<file path="src/rtl/pc_unit.sv">
// rtl/pc_unit.sv - fetch-stage program counter with exception redirect, jumps, branches and a return-address stack
module pc_unit #(
  parameter int                ADDR_W    = 32,
  parameter int                INC       = 1,
  parameter logic [ADDR_W-1:0] RESET_PC  = '0,
  parameter logic [ADDR_W-1:0] EXC_VEC   = 'h10,
  parameter int                J_W       = 26,
  parameter int                B_W       = 16,
  parameter int                BR_REL    = 1,
  parameter int                RAS_DEPTH = 4
) (
  input  logic              clk,
  input  logic              rst,
  input  logic              stall,
  input  logic              exc,
  input  logic              ret,
  input  logic              call,
  input  logic              j_label,
  input  logic [J_W-1:0]    j_address,
  input  logic              b_label,
  input  logic              zero,
  input  logic [B_W-1:0]    b_address,
  output logic [ADDR_W-1:0] pc_out,
  output logic [ADDR_W-1:0] pc_next,
  output logic [ADDR_W-1:0] epc_out,
  output logic              ras_empty,
  output logic              ras_full,
  output logic              ras_underflow
);

  localparam int PTR_W = $clog2(RAS_DEPTH);
  localparam int CNT_W = $clog2(RAS_DEPTH + 1);

  logic [ADDR_W-1:0] pc_q, epc_q, seq, jt, bt, b_ext;
  logic [ADDR_W-1:0] ras_mem [RAS_DEPTH];
  logic [PTR_W-1:0]  top_q, top_inc, top_dec;
  logic [CNT_W-1:0]  cnt_q;
  logic              uf_q, do_push, do_pop, do_uf, epc_cap;

  assign seq = pc_q + ADDR_W'(INC);

  if (J_W >= ADDR_W) begin : g_jt_trunc
    assign jt = j_address[ADDR_W-1:0];
  end else begin : g_jt_ext
    assign jt = {{(ADDR_W-J_W){1'b0}}, j_address};
  end

  if (B_W >= ADDR_W) begin : g_b_trunc
    assign b_ext = b_address[ADDR_W-1:0];
  end else if (BR_REL != 0) begin : g_b_sext
    assign b_ext = {{(ADDR_W-B_W){b_address[B_W-1]}}, b_address};
  end else begin : g_b_zext
    assign b_ext = {{(ADDR_W-B_W){1'b0}}, b_address};
  end

  if (BR_REL != 0) begin : g_bt_rel
    assign bt = seq + b_ext;
  end else begin : g_bt_abs
    assign bt = b_ext;
  end

  // Circular stack: top_q indexes the newest entry; a push when full overwrites the oldest.
  assign top_inc = (top_q == PTR_W'(RAS_DEPTH-1)) ? '0 : top_q + PTR_W'(1);
  assign top_dec = (top_q == '0) ? PTR_W'(RAS_DEPTH-1) : top_q - PTR_W'(1);

  assign ras_empty     = (cnt_q == '0);
  assign ras_full      = (cnt_q == CNT_W'(RAS_DEPTH));
  assign ras_underflow = uf_q;
  assign pc_out        = pc_q;
  assign epc_out       = epc_q;

  always_comb begin
    pc_next = seq;
    do_push = 1'b0;
    do_pop  = 1'b0;
    do_uf   = 1'b0;
    epc_cap = 1'b0;
    if (exc) begin
      pc_next = EXC_VEC;
      epc_cap = 1'b1;
    end else if (stall) begin
      pc_next = pc_q;
    end else if (ret) begin
      if (!ras_empty) begin
        pc_next = ras_mem[top_q];
        do_pop  = 1'b1;
      end else begin
        do_uf = 1'b1;
      end
    end else if (call) begin
      pc_next = jt;
      do_push = 1'b1;
    end else if (j_label) begin
      pc_next = jt;
    end else if (b_label && zero) begin
      pc_next = bt;
    end
  end

  always_ff @(posedge clk or posedge rst) begin
    if (rst) begin
      pc_q  <= RESET_PC;
      epc_q <= '0;
      top_q <= '0;
      cnt_q <= '0;
      uf_q  <= 1'b0;
    end else begin
      pc_q <= pc_next;
      uf_q <= do_uf;
      if (epc_cap) epc_q <= pc_q;
      if (do_push) begin
        top_q <= top_inc;
        if (!ras_full) cnt_q <= cnt_q + CNT_W'(1);
      end else if (do_pop) begin
        top_q <= top_dec;
        cnt_q <= cnt_q - CNT_W'(1);
      end
    end
  end

  // Entry storage carries no reset; the rst guard keeps a push from landing while reset is held.
  always_ff @(posedge clk) begin
    if (do_push && !rst) ras_mem[top_inc] <= seq;
  end

endmodule

</file>
<file path="config.mk">
export PLATFORM = sky130hd
export DESIGN_NAME = pc_unit
export DESIGN_NICKNAME = d
export VERILOG_FILES = /design/src/rtl/pc_unit.sv
export SDC_FILE = /design/constraint.sdc
export NUM_CORES = 1
export LEC_CHECK = 0
export CORE_ASPECT_RATIO = 1.5
export CORE_MARGIN = 4
export CORE_UTILIZATION = 56
export DETAILED_ROUTE_END_ITERATION = 12
export PLACE_DENSITY = 0.81
export SLEW_MARGIN = 5
export SYNTH_ARGS = -nofsm -noshare
export SYNTH_HDL_FRONTEND = slang
export SYNTH_SLANG_ARGS = --single-unit
</file>
<file path="constraint.sdc">
create_clock -name clk -period 6.1 [get_ports clk]
set_input_delay 1.22 -clock clk [delete_from_list [all_inputs] [get_ports clk]]
set_output_delay 1.22 -clock clk [all_outputs]
set_load 0.05 [all_outputs]
</file>
==> flow_metrics.env <==
export IMPL_status="finished clean"
export IMPL_synth_cell_types=71
export IMPL_die_area_um2=21700
export IMPL_hold_violations=0
export IMPL_p_seq_frac=0.357
export IMPL_first_iter_violations=1095
export IMPL_nets=1193
export IMPL_synthCells=925
export IMPL_nFillCells=1337
export IMPL_final_common_cell="edfxtp_1"
export IMPL_reg2reg_from="pc_out[0]"
export IMPL_internal_power_w=0.00287
export IMPL_dr_max_layer_used="met4"
export IMPL_path_class="flop to output pin"
export IMPL_grt_first_pass_wirelength_um=50900
export IMPL_ys_flop_type="edfxtp_1"
export IMPL_combinationalPowerShare=0.404
export IMPL_die_w_um=122
export IMPL_layout_cells_non_filler=1363
export IMPL_wl_um=33500
export IMPL_synthToLayoutAreaGrowth_pct=27.0
export IMPL_grt_usage=0.314
export IMPL_cts_sinks=198
export IMPL_rsz0062_at_grt="false"
export IMPL_layout_common_cells="128 x edfxtp_1, 121 x clkdlybuf4s50_1, 97 x nand2_1"
export IMPL_place_congestion=0.950
export IMPL_ctsLongestPathBuffers=2
export IMPL_leakage_nw=5.38
export IMPL_syn_area_um2=10800
export IMPL_clk_latency_ps=440
export IMPL_power_w=0.00474
export IMPL_grt_max_degree=39
export IMPL_crit_path_end_kind="output pin"
export IMPL_root_buffer="clkbuf_16"
export IMPL_antenna_found_initial=0
export IMPL_initial_utilization=0.568
export IMPL_ys_seq_area_frac=0.517
export IMPL_cp_max_fo=8
export IMPL_drt_met1_wl_um=11200
export IMPL_power_share_switching=0.395
export IMPL_met3_length_um=2640
export IMPL_clock_skew_ps=11.1
export IMPL_ys_warn_count=0
export IMPL_tightest_slew_ps=805
export IMPL_hold_start="epc_out[2]"
export IMPL_htree_levels=4
export IMPL_syn_avg_cell_area_um2=11.7
export IMPL_firstDrtPassIters=7
export IMPL_wl_met2_um=17200
export IMPL_fin_util=0.720
export IMPL_synth_seq_cells=198
export IMPL_portBuffers=149
export IMPL_cts_buffers=17
export IMPL_n_antenna_cell=0
export IMPL_viasPerCell=6.56
export IMPL_fin_crit_sh=0.970
export IMPL_p_switching_w=0.00187
export IMPL_critPathLaunch="pc_out[0]"
export IMPL_syn_num_nets=1024
export IMPL_drive_above_1_share=0.199
export IMPL_period_needed_ps=5920
export IMPL_totalNegativeSetupSlack_ps=0
export IMPL_die_y_um=178
export IMPL_relSlewSlack=0.463
export IMPL_fmaxAchievable_ghz=0.169
export IMPL_clockPowerShare=0.238
export IMPL_cp_start_kind="flop"
export IMPL_drc_errors=0
export IMPL_synthArstFlopShare=0.354
export IMPL_io_pins=150
export IMPL_drv_cap=0
export IMPL_grt_pass1_vias=9096
export IMPL_vias=8948
export IMPL_worstPathRequired_ps=4880
export IMPL_fin_hold_ws_ps=510
export IMPL_wl_per_cell_um=24.6
export IMPL_place_inst=1329
export IMPL_fp_row_count=62
export IMPL_overflow=0
export IMPL_ant_nets=0
export IMPL_cp_arrival_ps=4700
export IMPL_final_max_slew_viol_count=0
export IMPL_powerDensity_nw_per_um2=345
export IMPL_holdCritPathClass="flop to flop"
export IMPL_cts_tree="yes"
export IMPL_ir_worst_vdd_mv=0.221
export IMPL_dp_hpwl_um=23700
export IMPL_synth_edf_count=128
export IMPL_setup_viol=0
export IMPL_core_um2=19100
export IMPL_clkTransAtPathRegs_ps=80
==> power groups by stage <==
| stage | Sequential, W | Combinational [W] | Clock (W) |
|---|---|---|---|
| 2_1_floorplan | 0.00187 | 0.00104 | 0 |
| 3_3_place_gp | 0.00171 | 0.00184 | 0 |
| 3_5_place_dp | 0.00172 | 0.00187 | 0 |
| 4_1_cts | 0.00169 | 0.00189 | 0.00114 |
| 5_1_grt | 0.00171 | 0.00202 | 0.00120 |
| 6_report | 0.00169 | 0.00192 | 0.00113 |
==> metal layers <==
metal / vias up / GRT usage
met5: - / 0
met2: 598 / 0.549
met4: 0 / 0.196
met3: 185 / 0.0492
met1: 4312 / 0.358
li1: 3853 / -
==> final cells by class <==
type	instances	area, µm²	share of cell area
clock inverter	15	179	0.0130
sequential	198	5610	0.408
timing repair buffer	196	2030	0.148
multi-input combinational	649	5060	0.368
clock buffer	17	425	0.0309
inverter	32	120	0.00874
tap	256	320	0.0233
==> cell families after synthesis <==
family,synth area share
DFF,0.517
muxes,0.103
buffers and inverters,0.0280
adders and majority gates,0.0568
and+or+nand+nor,0.114
xor gates and xnor gates,0.0453
AOI/OAI and AO/OA,0.136
==> stage by stage <==
stage	instance area, µm²	setup slack [ps]
finish	13700	183
global route	13700	1.95
CTS	13600	9.18
global placement	13000	395
floorplan	10800	-89.6
detailed placement	13000	280
==> final timing paths <==
| check | to | slack, ps | cells after the start |
|---|---|---|---|
| worst min register to register | epc_out[2] | 510 | 1 |
| worst max-delay path | pc_next[29] | 180 | 17 |
| max in group asynchronous | pc_out[11] | 3810 | 3 |
| worst min-delay path | epc_out[2] | 510 | 1 |
| worst max register to register | pc_out[29] | 1910 | 16 |
| min in group asynchronous | cnt_q[1] | 1280 | 2 |
==> state kept, by name, summed over array words and instances (netlist names) <==
signal,count
ras_mem,128
top_q,2
cnt_q,3
pc_out,32
ras_underflow,1
epc_out,32
==> cell usage after synthesis (5+ instances only) <==
library cell | number | share of area
a211oi_1 | 12 | 0.0083
a21o_1 | 13 | 0.0090
a21oi_1 | 50 | 0.023
a221oi_1 | 6 | 0.0049
a31oi_1 | 11 | 0.0064
and2_1 | 10 | 0.0058
and3_1 | 15 | 0.0087
and4_1 | 6 | 0.0049
buf_1 | 5 | 0.0017
buf_2 | 5 | 0.0023
clkbuf_1 | 35 | 0.012
dfrtp_1 | 70 | 0.16
edfxtp_1 | 128 | 0.35
ha_1 | 46 | 0.053
inv_1 | 31 | 0.011
mux2_2 | 33 | 0.034
mux4_2 | 32 | 0.067
nand2_1 | 97 | 0.034
nand3_1 | 30 | 0.014
nand4_1 | 8 | 0.0046
nor2_1 | 55 | 0.019
nor3_1 | 8 | 0.0037
o211ai_1 | 10 | 0.0069
o21ai_0 | 48 | 0.022
o22ai_1 | 8 | 0.0046
or3_1 | 6 | 0.0035
xnor2_1 | 41 | 0.033
xor2_1 | 15 | 0.012
==> worst max-delay path, stage by stage, from the launching register on <==
cell and delay [ps]:
dfrtp_2 440, ha_1 220, nand2_1 150, or3_4 390, nor2_1 150, nand3_1 170
xnor2_1 370, ha_1 380, a21o_1 190, a21oi_1 140, nor2b_1 70, nor4_1 220
o32ai_1 160, a21oi_2 220, o21ai_0 180, or3_1 350, a31oi_2 270, buf_12 170
==> timing repair <==
item | in CTS | in global routing
setup buffers | 1 | 1
hold buffers | 0 | 0
resized for setup | 8 | 27
pin swaps | 1 | 1
setup endpoints to repair | 8 | 12
Note: power is estimated with default switching activity, not from simulation.
